### config.mk
export PLATFORM = sky130hd
export DESIGN_NAME = strip_relu_maxpool
export DESIGN_NICKNAME = d
export VERILOG_FILES = /design/src/rtl/strip_pool_pkg.sv /design/src/rtl/pool_max_tracker.sv /design/src/rtl/strip_relu_maxpool.sv
export SDC_FILE = /design/constraint.sdc
export NUM_CORES = 1
export LEC_CHECK = 0
export ABC_CLOCK_PERIOD_IN_PS = 5700
export CAP_MARGIN = 20
export CORE_MARGIN = 2
export CORE_UTILIZATION = 30
export CTS_CLUSTER_DIAMETER = 100
export CTS_CLUSTER_SIZE = 30
export DETAILED_ROUTE_END_ITERATION = 12
export SKIP_CTS_REPAIR_TIMING = 1
export SYNTH_ARGS = -nofsm -noshare
export SYNTH_HDL_FRONTEND = slang
export SYNTH_SLANG_ARGS = --single-unit
### constraint.sdc
create_clock -name clk -period 5.7 [get_ports clk]
set_clock_uncertainty 0.15 [all_clocks]
set_input_delay 1.14 -clock clk [delete_from_list [all_inputs] [get_ports clk]]
set_output_delay 1.14 -clock clk [all_outputs]
set_load 0.01 [all_outputs]
### src/rtl/strip_pool_pkg.sv
// Shared definitions for the strip ReLU/max-pool stage: default geometry,
// derived pooled-map size and the FSM state encoding.
package strip_pool_pkg;

  localparam int DEF_IN_W   = 222;
  localparam int DEF_IN_H   = 28;
  localparam int DEF_DW     = 9;
  localparam int DEF_AW     = 16;
  localparam int DEF_RD_LAT = 2;

  localparam int DEF_OUT_W  = DEF_IN_W / 2;
  localparam int DEF_OUT_H  = DEF_IN_H / 2;

  typedef enum logic [2:0] {
    ST_IDLE  = 3'd0,
    ST_ISSUE = 3'd1,
    ST_DRAIN = 3'd2,
    ST_WRITE = 3'd3,
    ST_DONE  = 3'd4
  } state_t;

endpackage

### src/rtl/pool_max_tracker.sv
// Running signed maximum over one 2x2 pooling window.
// With POOL_RELU_EN defined, negative samples are clamped to 0 before the compare.
module pool_max_tracker
  import strip_pool_pkg::*;
#(
  parameter int DW = DEF_DW
) (
  input  logic                 clk,
  input  logic                 reset,
  input  logic signed [DW-1:0] sample_i,
  input  logic                 valid_i,
  input  logic                 first_i,
  output logic signed [DW-1:0] max_d_o
);

  logic signed [DW-1:0] sample_c;
  logic signed [DW-1:0] max_q;
  logic signed [DW-1:0] max_d;

`ifdef POOL_RELU_EN
  assign sample_c = sample_i[DW-1] ? '0 : sample_i;
`else
  assign sample_c = sample_i;
`endif

  // The first return of a window overwrites whatever the previous window left.
  always_comb begin
    max_d = max_q;
    if (valid_i && (first_i || (sample_c > max_q))) begin
      max_d = sample_c;
    end
  end

  always_ff @(posedge clk or posedge reset) begin
    if (reset) begin
      max_q <= '0;
    end else begin
      max_q <= max_d;
    end
  end

  // The top registers the value being formed this cycle so the write carries the last sample.
  assign max_d_o = max_d;

endmodule

### src/rtl/strip_relu_maxpool.sv
// Reads a finished strip convolution BRAM, applies optional ReLU (POOL_RELU_EN)
// and 2x2 stride-2 max pooling, and writes one pooled value per window.
module strip_relu_maxpool
  import strip_pool_pkg::*;
#(
  parameter int IN_W   = DEF_IN_W,
  parameter int IN_H   = DEF_IN_H,
  parameter int DW     = DEF_DW,
  parameter int AW     = DEF_AW,
  parameter int RD_LAT = DEF_RD_LAT
) (
  input  logic                 clk,
  input  logic                 reset,
  input  logic                 start,
  input  logic                 conv_done,
  output logic [AW-1:0]        rd_addr,
  output logic                 rd_en,
  input  logic signed [DW-1:0] rd_data,
  output logic                 wr_en,
  output logic [AW-1:0]        wr_addr,
  output logic signed [DW-1:0] wr_data,
  output logic                 busy,
  output logic                 done,
  output logic [2:0]           dbg_state
);

  localparam int OUT_W = IN_W / 2;
  localparam int OUT_H = IN_H / 2;
  localparam logic [AW-1:0] ROW_OFS    = AW'(IN_W);
  localparam logic [AW-1:0] ROW_STEP   = AW'(2 * IN_W);
  localparam logic [AW-1:0] LAST_C     = AW'(OUT_W - 1);
  localparam logic [AW-1:0] LAST_R     = AW'(OUT_H - 1);
  localparam logic [7:0]    DRAIN_LAST = 8'(RD_LAT - 1);

  state_t                state_q;
  logic [7:0]            cnt_q;
  logic [AW-1:0]         c_q, r_q;
  logic [AW-1:0]         base_q, row_base_q, wr_idx_q;
  logic [AW-1:0]         rd_addr_q, wr_addr_q;
  logic                  rd_en_q, wr_en_q, busy_q, done_q;
  logic signed [DW-1:0]  wr_data_q;
  logic [RD_LAT-1:0]     vld_q, vld_d, fst_q, fst_d;
  logic signed [DW-1:0]  trk_max_d;

  // Each issued read is tagged so its return lines up with rd_data RD_LAT cycles later.
  always_comb begin
    vld_d    = vld_q << 1;
    fst_d    = fst_q << 1;
    vld_d[0] = rd_en_q;
    fst_d[0] = (state_q == ST_ISSUE) && (cnt_q == 8'd0);
  end

  always_ff @(posedge clk or posedge reset) begin
    if (reset) begin
      vld_q <= '0;
      fst_q <= '0;
    end else begin
      vld_q <= vld_d;
      fst_q <= fst_d;
    end
  end

  pool_max_tracker #(.DW(DW)) u_tracker (
    .clk      (clk),
    .reset    (reset),
    .sample_i (rd_data),
    .valid_i  (vld_q[RD_LAT-1]),
    .first_i  (fst_q[RD_LAT-1]),
    .max_d_o  (trk_max_d)
  );

  always_ff @(posedge clk or posedge reset) begin
    if (reset) begin
      state_q    <= ST_IDLE;
      cnt_q      <= '0;
      c_q        <= '0;
      r_q        <= '0;
      base_q     <= '0;
      row_base_q <= '0;
      wr_idx_q   <= '0;
      rd_addr_q  <= '0;
      rd_en_q    <= 1'b0;
      wr_en_q    <= 1'b0;
      wr_addr_q  <= '0;
      wr_data_q  <= '0;
      busy_q     <= 1'b0;
      done_q     <= 1'b0;
    end else begin
      wr_en_q <= 1'b0;
      case (state_q)
        ST_IDLE, ST_DONE: begin
          if (start && conv_done) begin
            state_q    <= ST_ISSUE;
            cnt_q      <= '0;
            c_q        <= '0;
            r_q        <= '0;
            base_q     <= '0;
            row_base_q <= '0;
            wr_idx_q   <= '0;
            rd_addr_q  <= '0;
            rd_en_q    <= 1'b1;
            busy_q     <= 1'b1;
            done_q     <= 1'b0;
          end
        end
        ST_ISSUE: begin
          cnt_q <= cnt_q + 8'd1;
          case (cnt_q[1:0])
            2'd0: rd_addr_q <= base_q + AW'(1);
            2'd1: rd_addr_q <= base_q + ROW_OFS;
            2'd2: rd_addr_q <= base_q + ROW_OFS + AW'(1);
            default: begin
              rd_en_q <= 1'b0;
              cnt_q   <= '0;
              state_q <= ST_DRAIN;
            end
          endcase
        end
        ST_DRAIN: begin
          if (cnt_q == DRAIN_LAST) begin
            state_q   <= ST_WRITE;
            wr_en_q   <= 1'b1;
            wr_addr_q <= wr_idx_q;
            wr_data_q <= trk_max_d;
          end else begin
            cnt_q <= cnt_q + 8'd1;
          end
        end
        ST_WRITE: begin
          wr_idx_q <= wr_idx_q + AW'(1);
          cnt_q    <= '0;
          if (c_q == LAST_C) begin
            c_q <= '0;
            r_q <= r_q + AW'(1);
            if (r_q == LAST_R) begin
              state_q <= ST_DONE;
              busy_q  <= 1'b0;
              done_q  <= 1'b1;
            end else begin
              state_q    <= ST_ISSUE;
              row_base_q <= row_base_q + ROW_STEP;
              base_q     <= row_base_q + ROW_STEP;
              rd_addr_q  <= row_base_q + ROW_STEP;
              rd_en_q    <= 1'b1;
            end
          end else begin
            state_q   <= ST_ISSUE;
            c_q       <= c_q + AW'(1);
            base_q    <= base_q + AW'(2);
            rd_addr_q <= base_q + AW'(2);
            rd_en_q   <= 1'b1;
          end
        end
        default: state_q <= ST_IDLE;
      endcase
    end
  end

  assign rd_addr   = rd_addr_q;
  assign rd_en     = rd_en_q;
  assign wr_en     = wr_en_q;
  assign wr_addr   = wr_addr_q;
  assign wr_data   = wr_data_q;
  assign busy      = busy_q;
  assign done      = done_q;
  assign dbg_state = state_q;

endmodule
==> flow_summary_export.csv <==
group,metric,value,unit
yosys,synth_fp_nets,1045,
placement,hpwl,16000,microns
timing,setup_tns,0,ns
floorplanning,chipWidth,175,microns
final_layout,drive_above_1_share,0.0766,
timing,period_share,0.644,
drt,drt_iter0_drc,666,
grt,antenna_found_initial,0,
grt,grt_max_degree,91,
final_layout,area_growth,17.6,%
yosys,syn_avg_cell_area,8.68,sq um
grt,grt_pass1_vias,7472,
worst_setup_path,crit_path_end_kind,"register",
placement,portBuffers,60,
job,drv_cap,0,
drt,routedWlPerCell,16.4,microns
clocking,clkSinkCount,147,
clocking,cts_tree,"built",
yosys,ys_ff_latch,147,
worst_setup_path,crit_chain,"clkdlybuf4s50_1, ha_1, nor2b_1, o21a_1, o21a_1, o211ai_1, a211oi_1, o31ai_2, mux2_2",
power,power_leakage,4.28,nW
timing,layout_setup_ws,2.03,ns
timing,period_needed,3.67,ns
yosys,synth_edf_count,0,
grt,grt_overflow,0,
yosys,synthArstFlopShare,1.00,
drt,viasPerCell,5.38,
drt,route.vias.total,7764,
yosys,synth_flop_cell,"dfrtp_1",
timing,tightest_slew,1.08,ns
worst_setup_path,cpMostUsedCell,"o21a_1",
drt,ant_nets,0,
worst_setup_path,path_max_fanout,9,
yosys,syn_inst,1009,
power,ir_worst_vdd,171,uV
drt,dr.pass1.iters,5,
worst_setup_path,worst_ep_arrival_time,3.84,ns
yosys,yosysSeqAreaShare,0.420,
grt,grt_use_total,0.158,
placement,pre_cts_slack,1.60,ns
floorplanning,rows,62,
worst_setup_path,slowest_delay,0.76,ns
worst_setup_path,start_kind,"primary input",
clocking,path_clk_slew,0.06,ns
clocking,h-tree-depth,4,
floorplanning,start_util,0.305,
worst_setup_path,crit_path_top_delay_cell,"o31ai_2",
final_layout,final_cell_mix,"147 x nand2_1, 147 x dfrtp_1, 111 x o21ai_0, 86 x nor2_1, 60 x clkdlybuf4s50_1",
floorplanning,coreArea,28700,sq um
min_path,min_from,"vld_q[0]",
clocking,clock_path_buffers,2,
clocking,numCtsBuffers,17,
min_path,hold_class,"register to register",
timing,whs,0.197,ns
timing,rsz0062_at_grt,"no",
grt,grt_pass1_wl,39100,microns
status,status,"finished, final reports clean",
placement,gp_congestion,0.882,
timing,slew_headroom,0.275,
power,cellPowerDensity,246,nW/um^2
clocking,clk_latency,0.44,ns
timing,finalSetupViolCount,0,
yosys,synth_cell_types,82,
timing,drv_slew,0,
floorplanning,die_area,30600,sq um
worst_setup_path,required,5.87,ns
drt,drcViolationCount,0,
worst_setup_path,timing.rr.start,"cnt_q[0]",
yosys,ys_warn_count,0,
final_layout,diodes,0,
yosys,synthesis.area,8760,sq um
floorplanning,dieHeight,175,microns
drt,wl,23600,microns
floorplanning,io_pins,61,
timing,fmax,0.272,GHz
clocking,cts_root_buf,"clkbuf_16",
worst_setup_path,worstSetupStartpoint,"rd_data[1]",
worst_setup_path,worstSetupPathType,"primary input to register",
final_layout,nNetsFinal,1081,
timing,hold_violations,0,
## power breakdown
group          internal, mW  switching (mW)
logic                 0.121           0.126
registers              1.09          0.0457
clock network         0.676           0.473
total                  1.89           0.645
## state kept, by name (all words and copies together) (netlist names), 9 cells and up
signal	cells
base_q	16
c_q	16
r_q	16
rd_addr	16
wr_addr	16
wr_idx_q	16
row_base_q	14
u_tracker.max_q	9
wr_data	9
## cell usage after synthesis (5+ instances only)
cell type	n	area [sq um]
dfrtp_1	147	3680
nand2_1	147	552
o21ai_0	112	561
nor2_1	86	323
a21oi_1	46	230
inv_1	40	150
clkbuf_1	32	120
xnor2_1	32	280
nand3_1	30	150
ha_1	23	288
and3_1	22	138
nand4_1	21	131
xor2_1	20	175
buf_2	17	85.1
o22ai_1	15	93.8
nor3_1	14	70.1
a31oi_1	11	68.8
mux2_2	11	124
or3_1	11	68.8
a21o_1	9	67.6
mux2i_1	9	90.1
o211ai_1	9	67.6
o31ai_1	9	67.6
a211oi_1	8	60.1
o311a_1	8	80.1
a221o_1	7	70.1
nor4_1	7	43.8
buf_1	6	22.5
and2_1	5	31.3
## cells by family after synthesis
| kind of cell | after synthesis | share of synthesized area |
|---|---|---|
| AOI/OAI and AO/OA | 291 | 0.219 |
| DFF | 147 | 0.420 |
| muxes | 21 | 0.0257 |
| adders and majority gates | 23 | 0.0329 |
| buffers and inverters | 97 | 0.0449 |
| and+or+nand+nor | 378 | 0.205 |
| xor gates and xnor gates | 52 | 0.0520 |
## area by class of cell
type | instances | area (sq um)
Clock buffer | 20 | 457
Clock inverter | 12 | 143
Fill cell | 2984 | 18400
Inverter | 41 | 159
Multi-Input combinational cell | 765 | 4690
Sequential cell | 147 | 3680
Tap cell | 384 | 480
Timing Repair Buffer | 73 | 698
## path summary, 6_finish.rpt
kind	to	slack, ns	cells after the start
max in group asynchronous	base_q[6]	3.34	3
min in group asynchronous	wr_addr[4]	1.11	2
worst min register to register	vld_q[1]	0.20	0
worst min-delay path	vld_q[1]	0.20	0
worst max register to register	base_q[3]	2.13	8
worst max-delay path	u_tracker.max_q[2]	2.03	9
## per-stage QoR
stage | util | instances | instance area (sq um) | power, mW
6_report | 0.359 | 1442 | 10300 | 2.54
3_5_place_dp | 0.338 | 1410 | 9700 | 1.41
3_3_place_gp | 0.338 | 1410 | 9700 | 1.40
2_1_floorplan | - | 1009 | 8760 | 1.29
4_1_cts | 0.359 | 1442 | 10300 | 2.57
5_1_grt | 0.359 | 1442 | 10300 | 2.64
## metal layers
layer / routed length, microns / vias to the layer above / GRT usage
met5: 0 / - / 0
met4: 313 / 0 / 0.0444
met3: 1360 / 25 / 0.0355
met2: 10900 / 217 / 0.251
met1: 11000 / 3814 / 0.216
li1: - / 3708 / -
## worst max-delay path: cells and delay by family
kind,cells,cell delay (ns)
adder cells (fa/ha/maj),1,0.33
multiplexers,1,0.41
buffers and inverters,1,0.46
AO/OA/AOI/OAI,5,1.36
AND/OR/NAND/NOR,1,0.14
Note: power is estimated with default switching activity, not from simulation.
